===== src/rtl/mem_boot_loader_if.sv =====
// Signal bundle for mem_boot_loader: image stream in, memory write port, CPU reset and status out.
// master = the loader, slave = the image source / memories / core side.
interface mem_boot_loader_if #(
  parameter int DATA_W = 32,
  parameter int ADDR_W = 9,
  parameter int NCH    = 2
);
  logic                      start;
  logic [NCH*ADDR_W-1:0]     ch_base;
  logic [NCH*(ADDR_W+1)-1:0] ch_len;
  // Stream handshake: a word moves on every clk edge where s_valid && s_ready are both high;
  // s_data is only meaningful with s_valid, and the source holds it until it is accepted.
  logic                      s_valid;
  logic [DATA_W-1:0]         s_data;
  logic                      s_ready;
  logic [NCH-1:0]            mem_we;
  logic [ADDR_W-1:0]         mem_addr;
  logic [DATA_W-1:0]         mem_wdata;
  logic                      cpu_rst;
  logic                      busy;
  logic                      done;
  logic                      err;

  modport master (
    input  start, ch_base, ch_len, s_valid, s_data,
    output s_ready, mem_we, mem_addr, mem_wdata, cpu_rst, busy, done, err
  );

  modport slave (
    output start, ch_base, ch_len, s_valid, s_data,
    input  s_ready, mem_we, mem_addr, mem_wdata, cpu_rst, busy, done, err
  );
endinterface


===== src/rtl/mem_boot_loader.sv =====
// Streams a boot image into NCH memory channels, holding the CPU in reset until done + RST_HOLD.
// Optional per-channel checksum word checking is enabled by defining BOOT_CHECKSUM_EN.
module mem_boot_loader #(
  parameter int DATA_W   = 32,
  parameter int ADDR_W   = 9,
  parameter int NCH      = 2,
  parameter int RST_HOLD = 2
) (
  input  logic                     clk,
  input  logic                     rst,
  mem_boot_loader_if.master        bus,
  output logic [2:0]               fsm_state
);
  localparam int CW = (NCH > 1) ? $clog2(NCH) : 1;
  localparam int HW = (RST_HOLD > 1) ? $clog2(RST_HOLD) : 1;
  localparam logic [ADDR_W:0] CNT_ONE = 1;

  typedef enum logic [2:0] {
    S_IDLE = 3'd0,
    S_LOAD = 3'd1,
    S_HOLD = 3'd2,
    S_RUN  = 3'd3
`ifdef BOOT_CHECKSUM_EN
    , S_ERR = 3'd4
`endif
  } state_t;

  state_t            state, state_next;
  logic [ADDR_W-1:0] base_q [NCH];
  logic [ADDR_W:0]   len_q  [NCH];
  logic [CW-1:0]     ch;
  logic [ADDR_W:0]   cnt, cnt_inc;
  logic [HW-1:0]     hold_cnt;
  logic [NCH-1:0]    we_q;
  logic [ADDR_W-1:0] addr_q;
  logic [DATA_W-1:0] wdata_q;
  logic              launch, xfer, last_word, advance, is_data;
  logic              first_found, nxt_found;
  logic [CW-1:0]     first_ch, nxt_ch;
`ifdef BOOT_CHECKSUM_EN
  logic              chk_phase;
  logic [DATA_W-1:0] sum;
`endif

  // Lowest nonzero channel of the incoming lengths, and next nonzero channel above the pointer.
  always_comb begin
    first_found = 1'b0;
    first_ch    = '0;
    nxt_found   = 1'b0;
    nxt_ch      = '0;
    for (int i = NCH - 1; i >= 0; i--) begin
      if (bus.ch_len[i*(ADDR_W+1) +: ADDR_W+1] != '0) begin
        first_found = 1'b1;
        first_ch    = CW'(i);
      end
      if (i > int'(ch) && len_q[i] != '0) begin
        nxt_found = 1'b1;
        nxt_ch    = CW'(i);
      end
    end
  end

  assign xfer      = bus.s_valid && (state == S_LOAD);
  assign cnt_inc   = cnt + CNT_ONE;
  assign last_word = (cnt_inc == len_q[ch]);

`ifdef BOOT_CHECKSUM_EN
  assign launch  = bus.start && (state == S_IDLE || state == S_RUN || state == S_ERR);
  assign is_data = !chk_phase;
  assign advance = xfer && chk_phase && (bus.s_data == sum);
`else
  assign launch  = bus.start && (state == S_IDLE || state == S_RUN);
  assign is_data = 1'b1;
  assign advance = xfer && last_word;
`endif

  always_ff @(posedge clk) begin
    if (rst) state <= S_IDLE;
    else     state <= state_next;
  end

  always_comb begin
    state_next  = state;
    bus.s_ready = 1'b0;
    bus.cpu_rst = 1'b1;
    bus.busy    = 1'b0;
    bus.done    = 1'b0;
    bus.err     = 1'b0;
    case (state)
      S_IDLE: if (launch) state_next = first_found ? S_LOAD : S_HOLD;
      S_LOAD: begin
        bus.s_ready = 1'b1;
        bus.busy    = 1'b1;
        if (advance && !nxt_found) state_next = S_HOLD;
`ifdef BOOT_CHECKSUM_EN
        if (xfer && chk_phase && bus.s_data != sum) state_next = S_ERR;
`endif
      end
      S_HOLD: begin
        bus.busy = 1'b1;
        if (hold_cnt == HW'(RST_HOLD - 1)) state_next = S_RUN;
      end
      S_RUN: begin
        bus.cpu_rst = 1'b0;
        bus.done    = 1'b1;
        if (launch) state_next = first_found ? S_LOAD : S_HOLD;
      end
`ifdef BOOT_CHECKSUM_EN
      S_ERR: begin
        bus.err = 1'b1;
        if (launch) state_next = first_found ? S_LOAD : S_HOLD;
      end
`endif
      default: state_next = S_IDLE;
    endcase
  end

  always_ff @(posedge clk) begin
    if (rst) begin
      ch       <= '0;
      cnt      <= '0;
      hold_cnt <= '0;
      we_q     <= '0;
      addr_q   <= '0;
      wdata_q  <= '0;
      for (int i = 0; i < NCH; i++) begin
        base_q[i] <= '0;
        len_q[i]  <= '0;
      end
`ifdef BOOT_CHECKSUM_EN
      chk_phase <= 1'b0;
      sum       <= '0;
`endif
    end else begin
      we_q     <= '0;
      hold_cnt <= (state == S_HOLD) ? hold_cnt + HW'(1) : '0;
      if (launch) begin
        for (int i = 0; i < NCH; i++) begin
          base_q[i] <= bus.ch_base[i*ADDR_W +: ADDR_W];
          len_q[i]  <= bus.ch_len[i*(ADDR_W+1) +: ADDR_W+1];
        end
        ch  <= first_ch;
        cnt <= '0;
`ifdef BOOT_CHECKSUM_EN
        chk_phase <= 1'b0;
        sum       <= '0;
`endif
      end
      if (xfer && is_data) begin
        we_q    <= NCH'(1) << ch;
        addr_q  <= base_q[ch] + cnt[ADDR_W-1:0];
        wdata_q <= bus.s_data;
        cnt     <= cnt_inc;
`ifdef BOOT_CHECKSUM_EN
        sum <= sum + bus.s_data;
        if (last_word) chk_phase <= 1'b1;
`endif
      end
      // Pointer moves on the same edge as the channel's final word, so there is no bubble.
      if (advance) begin
        cnt <= '0;
        if (nxt_found) ch <= nxt_ch;
`ifdef BOOT_CHECKSUM_EN
        chk_phase <= 1'b0;
        sum       <= '0;
`endif
      end
    end
  end

  assign bus.mem_we    = we_q;
  assign bus.mem_addr  = addr_q;
  assign bus.mem_wdata = wdata_q;
  assign fsm_state     = state;
endmodule


===== src/flat_wrapper.sv =====
// flat-port wrapper written by rule: the top's interface ports become plain ports
module mem_boot_loader_flat 
#(
  parameter int DATA_W   = 32,
  parameter int ADDR_W   = 9,
  parameter int NCH      = 2,
  parameter int RST_HOLD = 2
)
  (clk, rst, fsm_state, bus_start, bus_ch_base, bus_ch_len, bus_s_valid, bus_s_data, bus_s_ready, bus_mem_we, bus_mem_addr, bus_mem_wdata, bus_cpu_rst, bus_busy, bus_done, bus_err);
  mem_boot_loader_if #(.DATA_W(DATA_W), .ADDR_W(ADDR_W), .NCH(NCH)) bus_i ();
  input  logic clk;
  input  logic rst;
  output logic [2:0] fsm_state;
  input wire logic [$bits(bus_i.start)-1:0] bus_start;
  input wire logic [$bits(bus_i.ch_base)-1:0] bus_ch_base;
  input wire logic [$bits(bus_i.ch_len)-1:0] bus_ch_len;
  input wire logic [$bits(bus_i.s_valid)-1:0] bus_s_valid;
  input wire logic [$bits(bus_i.s_data)-1:0] bus_s_data;
  output wire logic [$bits(bus_i.s_ready)-1:0] bus_s_ready;
  output wire logic [$bits(bus_i.mem_we)-1:0] bus_mem_we;
  output wire logic [$bits(bus_i.mem_addr)-1:0] bus_mem_addr;
  output wire logic [$bits(bus_i.mem_wdata)-1:0] bus_mem_wdata;
  output wire logic [$bits(bus_i.cpu_rst)-1:0] bus_cpu_rst;
  output wire logic [$bits(bus_i.busy)-1:0] bus_busy;
  output wire logic [$bits(bus_i.done)-1:0] bus_done;
  output wire logic [$bits(bus_i.err)-1:0] bus_err;
  assign bus_i.start = bus_start;
  assign bus_i.ch_base = bus_ch_base;
  assign bus_i.ch_len = bus_ch_len;
  assign bus_i.s_valid = bus_s_valid;
  assign bus_i.s_data = bus_s_data;
  assign bus_s_ready = bus_i.s_ready;
  assign bus_mem_we = bus_i.mem_we;
  assign bus_mem_addr = bus_i.mem_addr;
  assign bus_mem_wdata = bus_i.mem_wdata;
  assign bus_cpu_rst = bus_i.cpu_rst;
  assign bus_busy = bus_i.busy;
  assign bus_done = bus_i.done;
  assign bus_err = bus_i.err;
  mem_boot_loader #(.DATA_W(DATA_W), .ADDR_W(ADDR_W), .NCH(NCH), .RST_HOLD(RST_HOLD)) u_core (.clk(clk), .rst(rst), .bus(bus_i), .fsm_state(fsm_state));
endmodule

===== config.mk =====
export PLATFORM = sky130hd
export DESIGN_NAME = mem_boot_loader_flat
export DESIGN_NICKNAME = d
export VERILOG_FILES = /design/src/rtl/mem_boot_loader_if.sv /design/src/rtl/mem_boot_loader.sv /design/src/flat_wrapper.sv
export SDC_FILE = /design/constraint.sdc
export NUM_CORES = 1
export LEC_CHECK = 0
export CAP_MARGIN = 20
export CORE_ASPECT_RATIO = 2
export CORE_UTILIZATION = 48
export CTS_CLUSTER_SIZE = 10
export DETAILED_ROUTE_END_ITERATION = 6
export PLACE_DENSITY = 0.87
export SYNTH_ARGS = -nofsm -noshare
export SYNTH_HDL_FRONTEND = slang
export SYNTH_SLANG_ARGS = --single-unit

===== constraint.sdc =====
create_clock -name clk -period 3.44 [get_ports clk]
set_clock_uncertainty 0.05 [all_clocks]
set_input_delay 0.688 -clock clk [delete_from_list [all_inputs] [get_ports clk]]
set_output_delay 0.688 -clock clk [all_outputs]
set_load 0.01 [all_outputs]

==> results of run 1 <==
[power breakdown]
group | internal, mW | total [mW] | leakage (nW) | switching [mW]
Sequential | 1.41 | 1.49 | 0.872 | 0.0894
Combinational | 0.450 | 0.949 | 1.17 | 0.499
Clock | 0.636 | 1.03 | 0.162 | 0.391
Total | 2.49 | 3.47 | 2.20 | 0.979
[cells in the mapped netlist, drive strengths merged (2+ instances only)]
library cell  instances  area share (%)
o21ai                12             1.4
nand3                 7            0.90
o211a                 2            0.45
o21a                  3            0.51
nor4                 10             1.4
dfxtp                57              26
nand2                87             7.4
a21o                  2            0.34
nor3                 11             1.4
nand2b                3            0.42
buf                  10             1.3
mux2i                12             3.0
mux2                  7             1.8
clkbuf               17             1.4
a22oi                 3            0.51
edfxtp               38              26
a21oi                52             5.9
nor3b                 2            0.34
or4b                  2            0.45
xnor2                13             2.6
a211oi                2            0.34
ha                   12             3.4
nor2                 29             2.5
xor2                  5            0.99
nor2b                 2            0.28
inv                  11            0.93
and2                 40             5.6
[cells by family (layout without fill, tap and decap cells)]
logic type | after synthesis | in the layout | synth area share, %
other | 1 | 2 | 0.0844
and+or+nand+nor | 198 | 198 | 21.4
AOI/OAI and AO/OA | 84 | 84 | 11.3
buffers and inverters | 38 | 155 | 3.66
xor gates and xnor gates | 18 | 18 | 3.55
muxes | 19 | 19 | 4.76
DFF | 95 | 95 | 51.4
adders and majority gates | 13 | 13 | 3.83
[flip-flops by register name, summed over array words and instances, names as in the netlist]
| register | count |
|---|---|
| u_core.bus.mem_addr | 9 |
| u_core.cnt | 10 |
| u_core.hold_cnt | 1 |
| u_core.ch | 1 |
| u_core.bus.mem_we | 2 |
| u_core.len_q | 20 |
| u_core.base_q | 18 |
| u_core.fsm_state | 2 |
| u_core.bus.mem_wdata | 32 |
[layout make-up]
class | count | area share (%)
clock buffers | 15 | 5.30
clock inverters | 1 | 0.0829
inverters | 11 | 0.684
multi-input cells | 334 | 33.1
flip-flops and latches | 95 | 37.8
well taps | 102 | 2.11
repair buffers | 128 | 20.9
[critical path, stage by stage (launching register included)]
cell      delay (ns)
dfxtp_1         0.50
buf_4           0.35
mux2i_4         0.33
or4b_1          0.45
o211a_2         0.16
o31ai_4         0.24
nand3_1         0.14
nand2b_1        0.36
nor3_1          0.11
[routing by layer]
metal | track usage [%] | part of all wire [%] | vias up
met3 | 2.77 | 4.1 | 30
met2 | 39.4 | 56 | 118
met1 | 22.2 | 35 | 1740
met4 | 14.3 | 4.2 | 0
met5 | 0 | 0 | -
li1 | - | - | 1817
[path summary, 6_finish.rpt]
path / to / slack [ns] / cells past startpoint
min reg2reg: u_core.bus.mem_wdata[22] / 0.40 / 2
max: u_core.cnt[7] / 0.61 / 8
max reg2reg: u_core.cnt[7] / 0.61 / 8
min: u_core.bus.mem_wdata[22] / 0.40 / 2
[stage by stage]
stage,hold slack [ns],setup slack [ns],instance area (um2),power (mW)
2_1_floorplan,0.409,0.436,4440,2.07
3_3_place_gp,0.387,0.773,5710,2.42
3_5_place_dp,0.394,0.660,5710,2.46
4_1_cts,0.401,0.634,6040,3.50
5_1_grt,0.421,0.445,6040,3.65
6_report,0.400,0.609,6040,3.47
==> impl_results.md, run 1 <==
* Status: complete, no violations
* PostCTS Resize Cnt at 0
* Type of origin of the critical path: flip-flop
* Hold Path Class: reg2reg
* Storage cell area at 2280 um2
* Placed Cells at 670
* Post-DRT Antenna Nets at 0
* Skew-Pair Late Insertion Delay at 0.34 ns
* GPL Wtd Cong at 0.908
* Post-Route Utilization at 67.0%
* Total congestion overflow at 0
* Die Area at 9660 um2
* Crit-path max FO at 17
* Setup bufs post-CTS at 0
* DRT Pass-1 Iters at 4
* Final non-filler cell total at 686
* Syn avg cell area at 9.53 um2
* Setup violators final at 0
* CTS Sinks at 95
* P&R area growth vs syn at 36.0%
* Chip Width at 70.0 um
* Final period util at 82.3%
* FILL cells at 729
* Final #Nets at 666
* Period minus WS final at 2.83 ns
* Row cnt at 49
* Worst slew pin tran at 0.524 ns
* H-tree lvl count at 3
* Routed vias/inst at 5.40
* Cells after Synth at 466
* Slew HR at 64.8%
* Final WL at 10100 um
* Share of layout cells above drive strength 1 at 6.51%
* Hpwl dp at 7560 um
* Commonest cells after routing, fill and taps aside: 121 x clkdlybuf4s50_1, 86 x nand2_1, 57 x dfxtp_1
* All-Layer GR Usage at 21.6%
* Ant diodes at 0
* Synth Flop Type: dfxtp_1
* Vias in the first global route at 3629
* CTS Root Cell: clkbuf_16
* Largest net degree at the start of global routing at 47
* Worst setup path class: reg2reg
* Post-synth EDFFs at 38
* Async SR Flop Fraction at 0%
* IO buf count at 122
* VDD IR max at 0.304 mV
* CTS Buf Count at 9
* Mapped cell area at 4440 um2
* Wire per inst at 14.8 um
* Die Ht at 138 um
* Setup TNS at 0 ns
* Reg-to-reg startpoint: u_core.ch
* CTS tree: built
* Synth Register Bits at 95
* Pleak at 2.20 nW
* Core area at 9010 um2
* Yosys warns at 0
* DRC Markers at 0
* PwrDens at 575 nW/um2
* Most common cell after layout, fill and taps aside: clkdlybuf4s50_1
* Final hold vios at 0
* Hold buffer count at CTS at 0
* Hold path start: u_core.bus.mem_wdata[22]
* Max frequency at 353 MHz
* Crit. End Element: flip-flop
* Worst Setup SP: u_core.ch
* Initial antenna violation count at 0
* Initial Utilization at 49.3%
* Vias at 3705
* Req. time, crit path at 3.60 ns
* RSZ-0062 raised after global routing: no
* Register area share after synthesis at 51.4%
* Max-slew violations at 0
* Worst-path clk slew at 0.06 ns
* Io pins at 125
* Worst EP arrival at 2.99 ns
* Initial DRC Count at 126
* Max Cap Viol at 0
* Max Root-Sink Buffers at 2
* Multi-input combinational cell area at 2000 um2
* Yosys cell types at 50
* First-pass GRT wire length at 16600 um
Power figures use the tool's default switching activity.
==> inputs of run 2 (changes only) <==
==> constraint.sdc (replaced) <==
create_clock -name clk -period 2.8 [get_ports clk]
set_clock_uncertainty 0.05 [all_clocks]
set_input_delay 0.56 -clock clk [delete_from_list [all_inputs] [get_ports clk]]
set_output_delay 0.56 -clock clk [all_outputs]
set_load 0.01 [all_outputs]
==> run 2 against run 1 <==
  * Power grew 19%
  * Worst hold slack better by 0.0021 ns
  * Fmax increased by 5.4%
  * Worst setup slack lost 0.49 ns
  * Cell area shrank 0.33%
  * Flip-flop and latch count is the same
  * Utilization decreased by 0.22 points
  * Highest routed layer unchanged
  * Combinational power grew 24%
==> impl_results.md, run 2 (synthesized netlist as in run 1, its figures left out) <==
* Status: complete, no violations
* Largest net degree at the start of global routing at 47 (unchanged)
* DRT Pass-1 Iters at 4 (unchanged)
* DP Area at 5740 um2 (+0.39%)
* Post-Route Utilization at 66.8% (-0.22 points)
* DRT met1 WL at 3690 um (+3.0%)
* IO buf count at 122 (unchanged)
* Worst slew pin tran at 0.552 ns (+0.0287 ns)
* Ant diodes at 0 (unchanged)
* Die Area at 9660 um2 (unchanged)
* Max frequency at 372 MHz (+5.4%)
* Storage cell area at 2290 um2 (+0.16%)
* Sw Share at 30.1% (+1.9 points)
* All-Layer GR Usage at 21.9% (+0.32 points)
* DRC Markers at 0 (unchanged)
* Die Ht at 138 um (unchanged)
* FILL cells at 706 (-3.2%)
* Setup violators final at 0 (unchanged)
* Worst setup path class: reg2reg
* Total congestion overflow at 0 (unchanged)
* Final hold vios at 0 (unchanged)
* Design area at 6020 um2 (-0.33%)
* Initial Utilization at 49.3% (unchanged)
* Clk pwr share at 27.0% (-2.6 points)
* Placed Cells at 673 (+0.45%)
* Seq pwr share at 44.4% (+1.3 points)
* CTS Sinks at 95 (unchanged)
* Skew-Pair Late Insertion Delay at 0.34 ns (about the same)
* Routed vias/inst at 5.36 (-0.80%)
* Period minus WS final at 2.69 ns (-0.146 ns)
* PwrDens at 685 nW/um2 (+19%)
* DR WL met3 at 442 um (+7.0%)
* Commonest cells after routing, fill and taps aside: 121 x clkdlybuf4s50_1, 86 x nand2_1, 56 x dfxtp_1
* H-tree lvl count at 3 (unchanged)
* Final non-filler cell total at 688 (+0.29%)
* Vias in the first global route at 3621 (-0.22%)
* Overall power at 4.12 mW (+19%)
* Row cnt at 49 (unchanged)
* WL met2 at 5570 um (-2.3%)
* Int Power at 2.88 mW (+16%)
* First-pass GRT wire length at 16900 um (+1.9%)
* CTS Buf Count at 9 (unchanged)
* Multi-input combinational cell area at 2010 um2 (+0.31%)
* Initial antenna violation count at 0 (unchanged)
* Req. time, crit path at 3.01 ns (-0.59 ns)
* VDD IR max at 0.488 mV (+60%)
* Crit. End Element: flip-flop
* Initial DRC Count at 173 (+37%)
* Type of origin of the critical path: flip-flop
* Max-slew violations at 0 (unchanged)
* Max Cap Viol at 0 (unchanged)
* Wire per inst at 14.8 um (+0.30%)
* Max reg flops at 32 (unchanged)
* Chip Width at 70.0 um (unchanged)
* P&R area growth vs syn at 35.6%
* Io pins at 125 (unchanged)
* Post-DRT Antenna Nets at 0 (unchanged)
* Comb power frac at 28.6% (+1.3 points)
* Max Root-Sink Buffers at 2 (unchanged)
* Final #Nets at 669 (+0.45%)
* Final WL at 10200 um (+0.59%)
* Worst EP arrival at 2.90 ns (-0.09 ns)
* Setup bufs post-CTS at 0 (unchanged)
* Worst-path clk slew at 0.07 ns (about the same)
* GPL Wtd Cong at 0.946 (+4.2%)
* Most common cell after layout, fill and taps aside: clkdlybuf4s50_1
* Vias at 3686 (-0.51%)
* CTS Root Cell: clkbuf_16
* Setup TNS at 0 ns (unchanged)
* Crit-path max FO at 6 (-11)
* RSZ-0062 raised after global routing: no
* Hold Path Class: reg2reg
* Share of layout cells above drive strength 1 at 7.34% (+0.83 points)
* Final period util at 95.9% (+14 points)
* Hpwl dp at 7810 um (+3.3%)
* Pleak at 2.19 nW (-0.62%)
* Max layer used: met4
* Core area at 9010 um2 (unchanged)
* Hold buffer count at CTS at 0 (unchanged)
* Slew HR at 62.9% (-1.9 points)
* CTS tree: built
* P_sw at 1.24 mW (+27%)
==> run 2: cell count changes in the layout (fill, tap and decap cells not counted), sizes merged <==
cell / before / now
clkbuf: 15 / 9
buf: 7 / 10
clkinv: 1 / 4
clkinvlp: 0 / 1
inv: 11 / 12
==> run 2: final timing paths <==
| check | start | cells after the start | slack [ns] | endpoint |
|---|---|---|---|---|
| max | u_core.ch | 11 | 0.11 | u_core.bus.mem_addr[8] |
| min | u_core.bus.mem_wdata[20] | 2 | 0.40 | u_core.bus.mem_wdata[20] |
| max reg2reg | u_core.ch | 11 | 0.11 | u_core.bus.mem_addr[8] |
| min reg2reg | u_core.bus.mem_wdata[20] | 2 | 0.40 | u_core.bus.mem_wdata[20] |
==> run 2: metal layers <==
layer	vias up	track usage, %
li1	1824	-
met1	1696	22.7
met2	128	40.3
met3	38	3.64
met4	0	12.3
met5	-	0
==> run 2: power by group through the flow <==
stage / clock network (mW) / registers (mW) / logic (mW)
CTS: 1.13 / 1.84 / 1.18
detailed placement: 0 / 1.86 / 1.18
finish: 1.11 / 1.83 / 1.18
global placement: 0 / 1.85 / 1.13
global route: 1.20 / 1.86 / 1.30
floorplan: 0 / 1.88 / 0.667
==> run 2: through the flow <==
stage	setup slack, ns	hold slack, ns
4_1_cts	0.0444	0.406
3_3_place_gp	0.220	0.391
3_5_place_dp	0.0882	0.396
5_1_grt	0.0239	0.429
2_1_floorplan	0.0215	0.409
6_report	0.115	0.403
==> run 2: timing repair <==
item                                    in CTS  in global routing
resized for setup                            0                  3
endpoints found under the setup margin       0                 14
hold endpoints to repair                     0                  0
==> run 2: layout make-up <==
type | count | area share [%]
sequential | 95 | 38.0
multi-input combinational | 334 | 33.4
inverter | 11 | 0.686
timing repair buffer | 131 | 21.3
clock buffer | 9 | 3.74
clock inverter | 6 | 0.790
tap | 102 | 2.12
==> run 2: worst max-delay path: stages (launching register included) <==
cell and delay [ns]:
dfxtp_4 0.39, mux2_2 0.34, ha_1 0.20, inv_1 0.07, fa_1 0.18, nor2b_1 0.07
o21ai_1 0.15, a21boi_0 0.14, o21ai_1 0.23, a21oi_1 0.12, or4b_1 0.56, o211ai_1 0.12
==> edit (settings of run 2) <==
`RST_HOLD` is set to 2 in 2 places; all go to 4.
--- a/src/rtl/mem_boot_loader.sv
+++ b/src/rtl/mem_boot_loader.sv
@@ -4,7 +4,7 @@
   parameter int DATA_W   = 32,
   parameter int ADDR_W   = 9,
   parameter int NCH      = 2,
-  parameter int RST_HOLD = 2
+  parameter int RST_HOLD = 4
 ) (
   input  logic                     clk,
   input  logic                     rst,
--- a/src/flat_wrapper.sv
+++ b/src/flat_wrapper.sv
@@ -4,7 +4,7 @@
   parameter int DATA_W   = 32,
   parameter int ADDR_W   = 9,
   parameter int NCH      = 2,
-  parameter int RST_HOLD = 2
+  parameter int RST_HOLD = 4
 )
   (clk, rst, fsm_state, bus_start, bus_ch_base, bus_ch_len, bus_s_valid, bus_s_data, bus_s_ready, bus_mem_we, bus_mem_addr, bus_mem_wdata, bus_cpu_rst, bus_busy, bus_done, bus_err);
   mem_boot_loader_if #(.DATA_W(DATA_W), .ADDR_W(ADDR_W), .NCH(NCH)) bus_i ();
Behaviour: not the same (Yosys sat finds a counterexample within 4 cycles, from zero or initial values and one cycle with rst high).
==> edit against run 2 <==
  * The run now ends with design-rule violations left
  * Sequential cell count up 1
  * First-iteration DRC count rose by 14%
  * Worst hold slack worse by 0.025 ns
  * Critical path depth down 3
  * Power increased by 2.4%
  * Worst setup slack improved by 0.022 ns
  * Cell count rose by 2.5%
  * Largest cell class unchanged
  * Maximum frequency up 0.84%
  * Wire length rose by 5.5%
  * Final area up 2.8%
  * Area after synthesis rose by 3.4%
==> edit: results (changes against run 2) <==
- Status: complete, but fails checks (was finished clean)
- Failing checks: design-rule violations
- Worst-path fanout max: 10 (was 6)
- Vias in the first global route: 3816 (was 3621)
- Cells after DPL: 689 (was 673)
- Nets: 684 (was 669)
- DRT iter0 DRCs: 197 (was 173)
- Post-Syn Instances: 478 (was 466)
- Leakage power: 2.24 nW (was 2.19 nW)
- PostCTS Resize Cnt: 1 (was 0)
- Post-synthesis cell type count: 57 (was 50)
- Vias: 3870 (was 3686)
- Aggregate global-route resource usage: 22.2% (was 21.9%)
- Layout cells sized above 1: 10.5% (was 7.34%)
- Internal Power: 0.00292 W (was 0.00288 W)
- 1st-pass router iterations: 7 (was 4)
- FILL cells: 756 (was 706)
- Final WL: 10.7 mm (was 10.2 mm)
- Commonest cells in the synthesized netlist: nand2_1 (86), dfxtp_1 (58), a21oi_1 (55) (was nand2_1 (87), dfxtp_1 (57), a21oi_1 (52))
- Worst slew margin: 60.7% (was 62.9%)
- Worst stage delay on the critical path: 0.52 ns (was 0.56 ns)
- Worst slack, placed: 0.0612 ns (was 0.0882 ns)
- Largest net degree at the start of global routing: 59 (was 47)
- Worst path slowest cell: dfxtp_1 (was or4b_1)
- Vias per inst: 5.49 (was 5.36)
- DRC Markers: 12 (was 0)
-- edit: worst paths after layout --
kind | startpoint | endpoint | slack, ns | cells past startpoint
setup / recovery | u_core.cnt[1] | u_core.cnt[5] | 0.14 | 8
hold / removal | u_core.hold_cnt[0] | u_core.hold_cnt[0] | 0.38 | 1
setup reg to reg | u_core.cnt[1] | u_core.cnt[5] | 0.14 | 8
hold reg to reg | u_core.hold_cnt[0] | u_core.hold_cnt[0] | 0.38 | 1
-- edit: power by group through the flow --
stage	combinational, W	clock, W	sequential (W)
after global placement	0.00115	0	0.00186
after global routing	0.00133	0.00124	0.00187
after CTS	0.00121	0.00119	0.00185
after detailed placement	0.00120	0	0.00188
final	0.00121	0.00117	0.00185
after floorplan	0.000685	0	0.00189
-- edit: cells by family after synthesis --
kind of cell / count (synthesis) / synth area share [%]
DFF: 96 / 50.1
and+or+nand+nor: 203 / 23.3
other: 1 / 0.0817
xor gates and xnor gates: 16 / 3.05
AOI/OAI and AO/OA: 89 / 11.0
muxes: 19 / 4.33
buffers and inverters: 40 / 4.12
adders and majority gates: 14 / 3.98
-- edit: critical path, delay by kind of cell, from the launching register on --
kind | cells | cell delay [ns]
AND/OR/NAND/NOR | 5 | 1.07
flip-flops | 1 | 0.52
AO/OA/AOI/OAI | 1 | 0.35
buffers and inverters | 1 | 0.21
adder cells (fa/ha/maj) | 1 | 0.34
-- edit: layout make-up --
cell class	instances	area (um^2)	share of cell area (%)
clock buffer	9	225	3.64
clock inverter	7	61.3	0.990
inverter	12	45.0	0.728
multi-input combinational	343	2120	34.2
sequential	96	2310	37.3
tap	104	130	2.10
timing repair buffer	134	1310	21.1
-- edit: routing by layer --
layer  part of all wire (%)  global-route usage [%]
met1                     35                    22.0
met2                     57                    42.4
met5                      0                       0
met4                    3.2                    13.2
met3                    4.4                    2.73
